File: src/rtl/seq_pkg.sv
// Shared state codes and constants for the serial pattern generator and the sequence detectors.
// Benches decode stat through these codes so generator and detectors read the same way.
package seq_pkg;
  localparam int STAT_W = 3;

  localparam logic [STAT_W-1:0] ST_IDLE  = 3'd0;
  localparam logic [STAT_W-1:0] ST_SHIFT = 3'd1;
  localparam logic [STAT_W-1:0] ST_GAP   = 3'd2;
  localparam logic [STAT_W-1:0] ST_PAR   = 3'd3;
  localparam logic [STAT_W-1:0] ST_DONE  = 3'd4;

  // Line level driven on dout whenever no frame bit is being sent.
  localparam logic IDLE_LVL = 1'b0;
endpackage

File: src/rtl/seq_piso.sv
// Loadable WIDTH-bit parallel-in/serial-out shift register, MSB first; load wins over shift.
// Zero latency from register to msb_o; no backpressure, shifts on every shift_i cycle.
module seq_piso
  import seq_pkg::*;
#(
  parameter int WIDTH = 8
) (
  input  logic             clk,
  input  logic             clr,
  input  logic             load_i,
  input  logic             shift_i,
  input  logic [WIDTH-1:0] data_i,
  output logic             msb_o
);

  logic [WIDTH-1:0] sh_q, sh_d;

  always_comb begin
    sh_d = sh_q;
    if (load_i) begin
      sh_d = data_i;
    end else if (shift_i) begin
      sh_d = {sh_q[WIDTH-2:0], IDLE_LVL};
    end
  end

  always_ff @(posedge clk or negedge clr) begin
    if (!clr) begin
      sh_q <= '0;
    end else begin
      sh_q <= sh_d;
    end
  end

  assign msb_o = sh_q[WIDTH-1];

endmodule

File: src/rtl/seq_gen.sv
// Moore serial pattern generator: start accepted at edge n puts pattern MSB on dout in the next cycle.
// No backpressure; start ignored while busy. Optional per-frame parity bit under SEQGEN_PARITY_EN.
module seq_gen
  import seq_pkg::*;
#(
  parameter int WIDTH    = 8,
  parameter int REPEAT_W = 4,
  parameter int GAP      = 1
) (
  input  logic                clk,
  input  logic                clr,
  input  logic                start,
  input  logic [WIDTH-1:0]    pattern,
  input  logic [REPEAT_W-1:0] repeat_n,
  output logic                dout,
  output logic                dvalid,
  output logic                busy,
  output logic                done,
  output logic [STAT_W-1:0]   stat
);

  localparam int BIT_W = $clog2(WIDTH);
  localparam int GAP_W = (GAP > 1) ? $clog2(GAP) : 1;
  localparam logic [BIT_W-1:0] BIT_LAST = BIT_W'(WIDTH - 1);
  localparam logic [GAP_W-1:0] GAP_INIT = GAP_W'((GAP > 0) ? GAP - 1 : 0);

  logic [STAT_W-1:0]   state_q, state_d;
  logic [BIT_W-1:0]    bit_q, bit_d;
  logic [GAP_W-1:0]    gap_q, gap_d;
  logic [REPEAT_W-1:0] rep_q, rep_d;
  logic [WIDTH-1:0]    frame_q, frame_d;
  logic                load, shift, frame_end, reload, msb;
  logic [WIDTH-1:0]    load_dat;

  seq_piso #(.WIDTH(WIDTH)) u_piso (
    .clk     (clk),
    .clr     (clr),
    .load_i  (load),
    .shift_i (shift),
    .data_i  (load_dat),
    .msb_o   (msb)
  );

  always_comb begin
    state_d   = state_q;
    bit_d     = bit_q;
    gap_d     = gap_q;
    rep_d     = rep_q;
    frame_d   = frame_q;
    load      = 1'b0;
    shift     = 1'b0;
    load_dat  = frame_q;
    frame_end = 1'b0;
    reload    = 1'b0;

    case (state_q)
      ST_IDLE: begin
        if (start) begin
          load     = 1'b1;
          load_dat = pattern;
          frame_d  = pattern;
          rep_d    = (repeat_n == '0) ? REPEAT_W'(1) : repeat_n;
          bit_d    = BIT_LAST;
          state_d  = ST_SHIFT;
        end
      end
      ST_SHIFT: begin
        shift = 1'b1;
        if (bit_q != '0) begin
          bit_d = bit_q - BIT_W'(1);
        end else begin
`ifdef SEQGEN_PARITY_EN
          state_d = ST_PAR;
`else
          frame_end = 1'b1;
`endif
        end
      end
`ifdef SEQGEN_PARITY_EN
      ST_PAR: frame_end = 1'b1;
`endif
      ST_GAP: begin
        if (gap_q == '0) begin
          reload = 1'b1;
        end else begin
          gap_d = gap_q - GAP_W'(1);
        end
      end
      ST_DONE: state_d = ST_IDLE;
      default: state_d = ST_IDLE;
    endcase

    // A finished frame either pauses, restarts immediately, or ends the burst.
    if (frame_end) begin
      if (rep_q > REPEAT_W'(1) && GAP > 0) begin
        state_d = ST_GAP;
        gap_d   = GAP_INIT;
      end else if (rep_q > REPEAT_W'(1)) begin
        reload = 1'b1;
      end else begin
        state_d = ST_DONE;
      end
    end

    if (reload) begin
      load     = 1'b1;
      load_dat = frame_q;
      rep_d    = rep_q - REPEAT_W'(1);
      bit_d    = BIT_LAST;
      state_d  = ST_SHIFT;
    end
  end

  always_ff @(posedge clk or negedge clr) begin
    if (!clr) begin
      state_q <= ST_IDLE;
      bit_q   <= '0;
      gap_q   <= '0;
      rep_q   <= '0;
      frame_q <= '0;
    end else begin
      state_q <= state_d;
      bit_q   <= bit_d;
      gap_q   <= gap_d;
      rep_q   <= rep_d;
      frame_q <= frame_d;
    end
  end

  always_comb begin
    dout   = IDLE_LVL;
    dvalid = 1'b0;
    busy   = 1'b0;
    done   = 1'b0;
    case (state_q)
      ST_SHIFT: begin
        dout   = msb;
        dvalid = 1'b1;
        busy   = 1'b1;
      end
      ST_GAP: busy = 1'b1;
`ifdef SEQGEN_PARITY_EN
      ST_PAR: begin
        dout   = ^frame_q;
        dvalid = 1'b1;
        busy   = 1'b1;
      end
`endif
      ST_DONE: begin
        done = 1'b1;
        busy = 1'b1;
      end
      default: ;
    endcase
  end

  assign stat = state_q;

endmodule

File: config.mk
export PLATFORM = sky130hd
export DESIGN_NAME = seq_gen
export DESIGN_NICKNAME = d
export VERILOG_FILES = /design/src/rtl/seq_pkg.sv /design/src/rtl/seq_piso.sv /design/src/rtl/seq_gen.sv
export SDC_FILE = /design/constraint.sdc
export NUM_CORES = 1
export LEC_CHECK = 0
export ABC_AREA = 1
export CAP_MARGIN = 20
export CORE_UTILIZATION = 54
export CTS_BUF_LIST = sky130_fd_sc_hd__clkbuf_4 sky130_fd_sc_hd__clkbuf_8
export CTS_CLUSTER_DIAMETER = 80
export DETAILED_ROUTE_END_ITERATION = 6
export PLACE_DENSITY = 0.88
export SETUP_SLACK_MARGIN = 0.4
export SYNTH_ARGS = -nofsm -noshare
export SYNTH_HDL_FRONTEND = slang
export SYNTH_SLANG_ARGS = --single-unit
File: constraint.sdc
create_clock -name clk -period 3.6 [get_ports clk]
set_input_delay 0.72 -clock clk [delete_from_list [all_inputs] [get_ports clk]]
set_output_delay 0.72 -clock clk [all_outputs]
set_load 0.005 [all_outputs]
==> out/results.tsv, run 1 <==
stage	metric	value	unit
critical_path	r2r_slack	1.94	ns
cells_and_area	utilization	68.52	%
logic_synthesis	synth.top_cell.area_share	46.75	%
critical_path	reg2regPathDepth	6	
clock_tree	numCtsBuffers	3	
timing	clock_skew	0.002784	ns
clock_tree	hold_buffers	0	
pwr	peakVddDrop	532.2	uV
critical_path	critPathRequiredTime	2.88	ns
timing	setup_viol_count_final	0	
clock_tree	cts_resized	0	
clock_tree	clk_path_buf_depth	2	
cells_and_area	final_nets	231	
cells_and_area	area_growth	18.53	%
logic_synthesis	syn_area_per_cell	7.687	um^2
timing	tightestPinTransition	0.4013	ns
pwr	cellLeakagePower	0.8979	nW
placement	gp_congestion	0.8307	
cells_and_area	final-seq-area	675.6	um^2
critical_path	crit_chain	nor2_1, buf_4, nand2_1, o211ai_1, clkdlybuf4s50_1	
global_route	grt_max_degree	28	
critical_path	end_kind	output pin	
logic_synthesis	synthCells	188	
timing	finalHoldViolCount	0	
job	drv_cap	0	
critical_path	cp_slowest_cell	clkdlybuf4s50_1	
route	dr.pass1.iters	4	
pwr	power_density	784.5	nW/um^2
route	m1WireLength	1396	um
route	route.met3.wl	134	um
global_route	grt_pass1_wl	5175	um
critical_path	worst-path-stages	5	
timing	finalCriticalPeriod	2.643	ns
critical_path	slowest_delay	0.54	ns
die	die_area	2887	um^2
die	io_pins	22	
die	die_h	53.73	um
route	drt-initial-drc-count	25	
route	ant_nets	0	
clock_tree	clkLatencyLatePin	0.34	ns
cells_and_area	drive_gt1_share	7.109	%
logic_synthesis	synth_warnings	0	
placement	numPortBuffers	21	
logic_synthesis	synth_area	1445	um^2
cells_and_area	multi_input_area	646.9	um^2
clock_tree	cts_tree	yes	
placement	dp_hpwl	2344	um
hold_path	hold_path.class	register to register	
route	vias	1307	
critical_path	timing.rr.start	stat[0]	
cells_and_area	fillers	219	
global_route	grt_overflow_total	0	
critical_path	worst-path-buf-inv	2	
logic_synthesis	ys.flop_type	dfrtp_1	
route	drcViolationCount	0	
route	viasPerCell	5.423	
logic_synthesis	ys_top_cells_by_area	dfrtp_1, nand2_1, nand3_1	
clock_tree	h-tree-depth	1	
logic_synthesis	ys_seq_area_share	46.75	%
critical_path	crit_end	busy	
critical_path	crit_start	stat[1]	
clock_tree	cts.sinks	27	
timing	rsz0062_at_grt	no	
route	wl_per_cell	12.69	um
timing	fin_tns_setup	0	ns
global_route	grt_pass1_vias	1191	
logic_synthesis	synth_edf_count	0	
timing	drv_slew	0	
logic_synthesis	ys_types	22	
logic_synthesis	async_flop_share	100.0	%
clock_tree	post_cts_buffers	0	
critical_path	cp_max_fo	11	
global_route	antenna_found_initial	0	
critical_path	cp-start-kind	register	
route	wirelength	3058	um
critical_path	path_delay_family	buffers and inverters	
critical_path	cp.arrival	1.92	ns
clock_tree	cts_root_buffer	clkbuf_4	
route	wl_met2	1477	um
timing	max_freq	378.3	MHz
timing	slew-limit-headroom	73.04	%
die	num_rows	18	
critical_path	worstReg2RegEnd	u_piso.sh_q[4]	
logic_synthesis	synth_top_area_cell	dfrtp_1	
route	maxUsedRoutingLayer	met4	
critical_path	critical_path_class	register to output pin	
logic_synthesis	yosysMostFrequentCell	nand2_1	
run_status	status	completed	
logic_synthesis	syn_nets	207	
logic_synthesis	synthTopCellsByCount	nand2_1, dfrtp_1, inv_1, nand3_1, nor2_1	
cells_and_area	antenna_cells	0	
clock_tree	clk_pin_slew	0.16	ns
die	initial_core_util	57.81	%
die	core	2500	um^2
timing	period_share	73.43	%
global_route	grt.total_usage	24.84	%
logic_synthesis	synth-seq-cells	27	
die	die_x	53.73	um
## metal layers
metal | track usage [%] | vias to the layer above
met5 | 0 | -
met4 | 8.772 | 0
met1 | 32.20 | 617
li1 | - | 644
met3 | 3.390 | 7
met2 | 41.98 | 39
## stage by stage
stage | setup WS, ns | hold WS [ns] | cell area [um^2] | total power [mW] | cells
floorplan | 1.932 | 0.4244 | 1445 | 0.9919 | 188
global placement | 1.396 | 0.4721 | 1683 | 1.159 | 237
detailed placement | 1.307 | 0.4708 | 1683 | 1.205 | 237
CTS | 0.9539 | 0.5124 | 1713 | 1.340 | 241
global route | 0.8397 | 0.5235 | 1713 | 1.472 | 241
finish | 0.9567 | 0.5097 | 1713 | 1.344 | 241
## how the worst min path moves through the flow
stage                        start  cells after the start        endpoint  slack, ns
floorplan                      clr                      0        bit_q[0]       0.42
global placement    u_piso.sh_q[7]                      2  u_piso.sh_q[7]       0.47
detailed placement  u_piso.sh_q[5]                      2  u_piso.sh_q[5]       0.47
CTS                 u_piso.sh_q[3]                      2  u_piso.sh_q[3]       0.51
global route        u_piso.sh_q[3]                      2  u_piso.sh_q[3]       0.52
finish              u_piso.sh_q[3]                      2  u_piso.sh_q[3]       0.51
## kinds of logic after synthesis
logic type	count (synthesis)	synth area share, %
AND/OR/NAND/NOR	109	33.42
XOR/XNOR	2	1.212
adder cells (fa/ha/maj)	4	3.463
AO/OA/AOI/OAI	16	6.667
flip-flops	27	46.75
buffers and inverters	30	8.484
## state kept, by name, indices dropped and copies added, names as in the netlist
register	count
bit_q	3
frame_q	8
gap_q	1
rep_q	4
stat	3
u_piso.sh_q	8
## area by class of cell
cell class	count	area share (%)
Multi-Input combinational cell	131	37.76
Tap cell	30	2.191
Sequential cell	27	39.44
Timing Repair Buffer	23	13.15
Clock inverter	1	0.4383
Inverter	26	5.698
Clock buffer	3	1.315
## layout by cell type (no fill, tap or decap)
cell type and n:
nor3_1 2, clkinvlp_4 1, xor2_1 1, o21a_1 2
o211ai_1 3, ha_1 4, nand3b_1 1, clkdlybuf4s50_1 21
nor2_1 13, o21ai_0 8, nand3_2 4, inv_1 23
nand3_1 18, a21oi_1 2, clkbuf_4 3, nand4_1 7
xnor2_1 1, o21ai_2 1, nand2_1 63, inv_2 3
buf_4 2, dfrtp_1 27, nand2_2 1
## power breakdown
group          total, mW  internal [mW]  leakage (nW)  switching [mW]
combinational      0.682          0.275         0.551           0.407
sequential         0.520          0.435         0.333          0.0847
clock              0.141         0.0426        0.0139          0.0988
total               1.34          0.753         0.898           0.591
## worst register-to-register path, stage by stage (launching register included)
cell and delay [ns]:
dfrtp_1 0.49, nor2_1 0.19, nand3_2 0.33, nand3_2 0.32, nand2_1 0.08, nor2_1 0.11
nor2_1 0.05
Power figures use the tool's default switching activity.
==> run 2: changes to the inputs <==
Clock period 3.6 ns to 2.6 ns, I/O delays scaled along.
==> run 2 against run 1 <==
Compared with the run above: total power rose by 42%; sequential power rose by 39%; register-to-register slack got worse by 1.1 ns; highest routed layer unchanged; clock skew rose by 0.0030 ns; utilization rose by 1.8 points; sequential share of layout area fell by 0.91 points; largest cell class unchanged.
==> out/results.tsv, run 2 (same netlist as run 1, synthesis figures left out) <==
stage	metric	value	unit	change
run_status	status	completed		
route	dr.pass1.iters	4		unchanged
timing	whs	0.4998	ns	-0.009844 ns
critical_path	end_kind	output pin		
pwr	peakVddDrop	677.8	uV	+27%
placement	preCtsSetupSlack	0.5386	ns	-0.7683 ns
placement	numPortBuffers	21		unchanged
cells_and_area	final_common_cell	nand2_1		
pwr	cellLeakagePower	0.9405	nW	+4.7%
die	io_pins	22		unchanged
critical_path	cp-start-kind	register		
critical_path	cp_slowest_cell	clkdlybuf4s50_1		
timing	setup_ws	0.4202	ns	-0.5365 ns
clock_tree	clk_pin_slew	0.14	ns	-0.02 ns
critical_path	path_delay_family	buffers and inverters		
critical_path	critPathRequiredTime	2.08	ns	-0.80 ns
cells_and_area	antenna_cells	0		unchanged
die	die_area	2887	um^2	unchanged
placement	placed_area	1683	um^2	unchanged
timing	clock_skew	0.005811	ns	+0.003027 ns
timing	slew-limit-headroom	71.45	%	-1.6 points
global_route	grt_pass1_wl	5271	um	+1.9%
route	viasPerCell	5.343		-1.5%
clock_tree	clkLatencyLatePin	0.33	ns	about the same
global_route	antenna_found_initial	0		unchanged
timing	period_share	83.84	%	
route	drcViolationCount	0		unchanged
pwr	power_density	1083	nW/um^2	+38%
cells_and_area	final_cell_mix	nand2_1, dfrtp_1, inv_1		
placement	gp_congestion	0.8799		+5.9%
route	ant_nets	0		unchanged
timing	max_freq	458.8	MHz	
global_route	grt_overflow_total	0		unchanged
critical_path	worst-path-buf-inv	2		unchanged
timing	tightestPinTransition	0.4250	ns	+0.02372 ns
timing	rsz0062_at_grt	yes		
timing	finalCriticalPeriod	2.180	ns	
placement	dp_hpwl	2323	um	-0.92%
clock_tree	clk_path_buf_depth	2		unchanged
cells_and_area	top_regs	frame_q: 8 flops, u_piso.sh_q: 8 flops, rep_q: 4 flops		
die	initial_core_util	57.81	%	unchanged
cells_and_area	drive_gt1_share	11.16	%	+4.1 points
global_route	grt.total_usage	25.51	%	+0.67 points
die	core	2500	um^2	unchanged
route	wirelength	3097	um	+1.3%
die	die_x	53.73	um	unchanged
critical_path	cp_max_fo	4		-7
critical_path	cp.arrival	1.66	ns	-0.26 ns
timing	fin_tns_setup	0	ns	unchanged
hold_path	hold_path.class	register to register		
critical_path	slowest_delay	0.50	ns	-0.04 ns
route	vias	1309		+0.15%
cells_and_area	area_growth	21.56	%	
route	drt-initial-drc-count	19		-24%
die	die_h	53.73	um	unchanged
job	drv_cap	0		unchanged
critical_path	crit_chain	nor2_2, nand2_2, inv_2, clkdlybuf4s50_1		
clock_tree	numCtsBuffers	3		unchanged
timing	setup_viol_count_final	0		unchanged
cells_and_area	final_nets	235		+1.7%
route	wl_per_cell	12.64	um	-0.38%
clock_tree	cts.sinks	27		unchanged
die	num_rows	18		unchanged
timing	drv_slew	0		unchanged
clock_tree	cts_root_buffer	clkbuf_4		
global_route	grt_max_degree	28		unchanged
critical_path	critical_path_class	register to output pin		
cells_and_area	fillers	211		-3.7%
global_route	grt_pass1_vias	1228		+3.1%
clock_tree	h-tree-depth	1		unchanged
cells_and_area	fin_area	1757	um^2	+2.6%
clock_tree	cts_tree	yes		
timing	finalHoldViolCount	0		unchanged
run 2: routing by layer:
metal / vias up / track usage (%) / part of all wire, %
li1: 656 / - / -
met1: 616 / 32.62 / 44
met2: 33 / 43.62 / 51
met3: 4 / 3.390 / 3.9
met4: 0 / 9.211 / 1.2
met5: - / 0 / 0
run 2: layout make-up:
cell class	instances	area, um^2	area share, %
well taps	30	37.54	2.137
clock inverters	1	5.005	0.2849
inverters	26	100.1	5.698
repair buffers	27	260.3	14.81
multi-input cells	131	654.4	37.25
flip-flops and latches	27	676.9	38.53
clock buffers	3	22.52	1.282
run 2: path summary, 6_finish.rpt:
path                       slack (ns)  depth (start not counted)            from             end
setup / recovery                 0.42                          4         stat[1]          dvalid
hold / removal                   0.50                          2  u_piso.sh_q[3]  u_piso.sh_q[3]
setup reg to reg                 0.86                          8         stat[1]  u_piso.sh_q[4]
hold reg to reg                  0.50                          2  u_piso.sh_q[3]  u_piso.sh_q[3]
max in group asynchronous        1.79                          2             clr         stat[0]
min in group asynchronous        0.54                          2             clr      frame_q[2]
run 2: power breakdown:
group	switching (mW)	internal, mW	total, mW	leakage, nW
logic	0.582	0.415	0.997	0.591
clock network	0.124	0.0579	0.182	0.0177
registers	0.119	0.605	0.723	0.332
total	0.824	1.08	1.90	0.941
run 2: per-stage QoR:
stage | cells | utilization [%] | total power, mW
after floorplan | 188 | - | 1.373
after global placement | 237 | 67.32 | 1.605
after detailed placement | 237 | 67.32 | 1.667
after CTS | 243 | 69.47 | 1.880
after global routing | 245 | 70.27 | 2.094
final | 245 | 70.27 | 1.902
run 2: tightest hold or removal path, cell delays in order, from the launching register on:
cell	delay, ns
dfrtp_1	0.37
nand2_1	0.06
nand2_1	0.05
run 2: what timing repair did:
action                                  in CTS  in global routing
hold buffers                                 0                  0
pin swaps                                    0                  1
endpoints found under the hold margin        0                  0
endpoints found under the setup margin       3                  3
buffers inserted                             2                  2
gates resized for setup                      5                  3
==> run 3: changes to the inputs <==
Clock period 2.6 ns to 2.14 ns, I/O delays scaled along.
==> run 3 against run 2 <==
Compared with the run above: sequential power is 19% higher; critical endpoint is now busy; sequential cell count stayed put; cell count is 3.7% higher; largest cell class is now multi-input combinational cells; first-iteration DRC count is 84% higher; combinational power is 43% higher; die area stayed put; clock power is 27% higher; utilization is 4.3 points higher.
==> out/results.tsv, run 3 (same netlist as run 1, synthesis figures left out) <==
stage	metric	value	unit	change
route	drcViolationCount	0		unchanged
placement	gp_congestion	0.8662		-1.6%
placement	numPortBuffers	21		unchanged
critical_path	end_kind	output pin		
cells_and_area	area_growth	29.00	%	
pwr	finalPower	2.525	mW	+33%
pwr	pwr-share-comb	56.7	%	+4.3 points
timing	max_freq	551.9	MHz	
timing	finalCriticalPeriod	1.812	ns	
pwr	pwr-share-seq	34.1	%	-3.9 points
route	vias	1360		+3.9%
run_status	status	completed		
clock_tree	clk_pin_slew	0.14	ns	about the same
timing	setup_ws	0.3280	ns	-0.09217 ns
global_route	grt.total_usage	26.66	%	+1.2 points
clock_tree	clk_path_buf_depth	2		unchanged
clock_tree	cts_tree	yes		
clock_tree	cts_root_buffer	clkbuf_4		
pwr	cellLeakagePower	0.9941	nW	+5.7%
critical_path	cp.arrival	1.38	ns	-0.28 ns
cells_and_area	fin_area	1864	um^2	+6.1%
route	dr.pass1.iters	4		unchanged
timing	rsz0062_at_grt	yes		
pwr	p_sw	1.087	mW	+32%
die	die_area	2887	um^2	unchanged
critical_path	cp-start-kind	register		
route	wl_per_cell	13.26	um	+4.9%
pwr	clock_power_share	9.2	%	-0.4 points
die	core	2500	um^2	unchanged
route	ant_nets	0		unchanged
cells_and_area	drive_gt1_share	18.30	%	+7.1 points
route	wirelength	3369	um	+8.8%
pwr	power_density	1354	nW/um^2	+25%
global_route	antenna_found_initial	0		unchanged
cells_and_area	antenna_cells	0		unchanged
pwr	swShare	43.06	%	-0.29 points
critical_path	critPathRequiredTime	1.71	ns	-0.37 ns
global_route	grt_max_degree	28		unchanged
timing	finalHoldViolCount	0		unchanged
clock_tree	cts.sinks	27		unchanged
cells_and_area	final_cells	254		+3.7%
global_route	grt_pass1_wl	5471	um	+3.8%
timing	tightestPinTransition	0.4248	ns	-0.0001943 ns
cells_and_area	fillers	181		-14%
critical_path	cp_max_fo	3		-1
cells_and_area	final_cell_mix	nand2_1, dfrtp_1, inv_1		
pwr	peakVddDrop	1037	uV	+53%
hold_path	hold_path.class	input port to async pin		
placement	placed_area	1690	um^2	+0.45%
die	io_pins	22		unchanged
critical_path	critical_path_class	register to output pin		
critical_path	crit_start	stat[1]		
timing	setup_viol_count_final	0		unchanged
global_route	grt_pass1_vias	1261		+2.7%
route	drt-initial-drc-count	35		+16
cells_and_area	top_regs	frame_q: 8 flops, u_piso.sh_q: 8 flops, rep_q: 4 flops		
route	viasPerCell	5.354		+0.21%
global_route	grt_overflow_total	0		unchanged
clock_tree	hold_buffers	0		unchanged
pwr	power.internal	1.438	mW	+33%
placement	preCtsSetupSlack	0.2687	ns	-0.2699 ns
cells_and_area	final_common_cell	nand2_1		
timing	period_share	84.67	%	
placement	dp_hpwl	2358	um	+1.5%
clock_tree	clkLatencyLatePin	0.31	ns	-0.02 ns
timing	slew-limit-headroom	71.46	%	about the same
placement	dp.cells	238		+0.42%
timing	fin_tns_setup	0	ns	unchanged
job	drv_cap	0		unchanged
die	die_h	53.73	um	unchanged
die	num_rows	18		unchanged
die	die_x	53.73	um	unchanged
die	initial_core_util	57.81	%	unchanged
timing	clock_skew	0.003888	ns	-0.001924 ns
clock_tree	numCtsBuffers	3		unchanged
clock_tree	h-tree-depth	1		unchanged
timing	drv_slew	0		unchanged
cells_and_area	final_nets	244		+3.8%
critical_path	timing.rr.start	stat[1]		
## run 3: repair_timing
item                       4_1_cts  5_1_grt
buffers inserted                11        1
pin swaps                        3        3
setup endpoints to repair        7       16
resized for setup               22       14
## run 3: path summary, 6_finish.rpt
kind,end,slack [ns],depth (start not counted)
max in group asynchronous,stat[0],1.40,2
worst min-delay path,u_piso.sh_q[7],0.46,2
worst max-delay path,busy,0.33,6
worst max register to register,rep_q[3],0.48,9
worst min register to register,u_piso.sh_q[1],0.51,2
min in group clk,u_piso.sh_q[1],0.51,2
## run 3: layer usage
layer  global-route usage [%]  routed length (um)  up-vias  share of wire, %
met5                        0                   0        -                 0
met4                    6.140                  17        0              0.50
met3                    2.542                 150        2               4.5
met2                    47.12                1744       48                52
met1                    34.90                1458      637                43
li1                         -                   -      673                 -
## run 3: metrics by stage
| step | hold WS (ns) | util [%] |
|---|---|---|
| 2_1_floorplan | 0.1324 | - |
| 3_5_place_dp | 0.4713 | 67.62 |
| 3_3_place_gp | 0.4697 | 67.62 |
| 5_1_grt | 0.4957 | 74.57 |
| 4_1_cts | 0.4705 | 72.57 |
| 6_report | 0.4593 | 74.57 |
## run 3: final cells by class
class | count | area, um^2 | area share (%)
Inverter | 26 | 107.6 | 5.772
Clock buffer | 4 | 30.03 | 1.611
Timing Repair Buffer | 36 | 327.8 | 17.58
Tap cell | 30 | 37.54 | 2.013
Sequential cell | 27 | 676.9 | 36.31
Multi-Input combinational cell | 131 | 684.4 | 36.71
## run 3: worst max-delay path: stages (launching register included)
cell and delay (ns):
dfrtp_1 0.41, buf_4 0.15, inv_4 0.04, nor2_2 0.14, nand2_1 0.09, o211ai_1 0.10
clkbuf_2 0.14
## run 3: power groups by stage
stage,combinational (mW),clock (mW),sequential [mW]
after floorplan,0.822,0,0.846
after global placement,1.08,0,0.871
after detailed placement,1.16,0,0.874
after CTS,1.30,0.233,0.862
after global routing,1.60,0.257,0.891
final,1.43,0.231,0.862
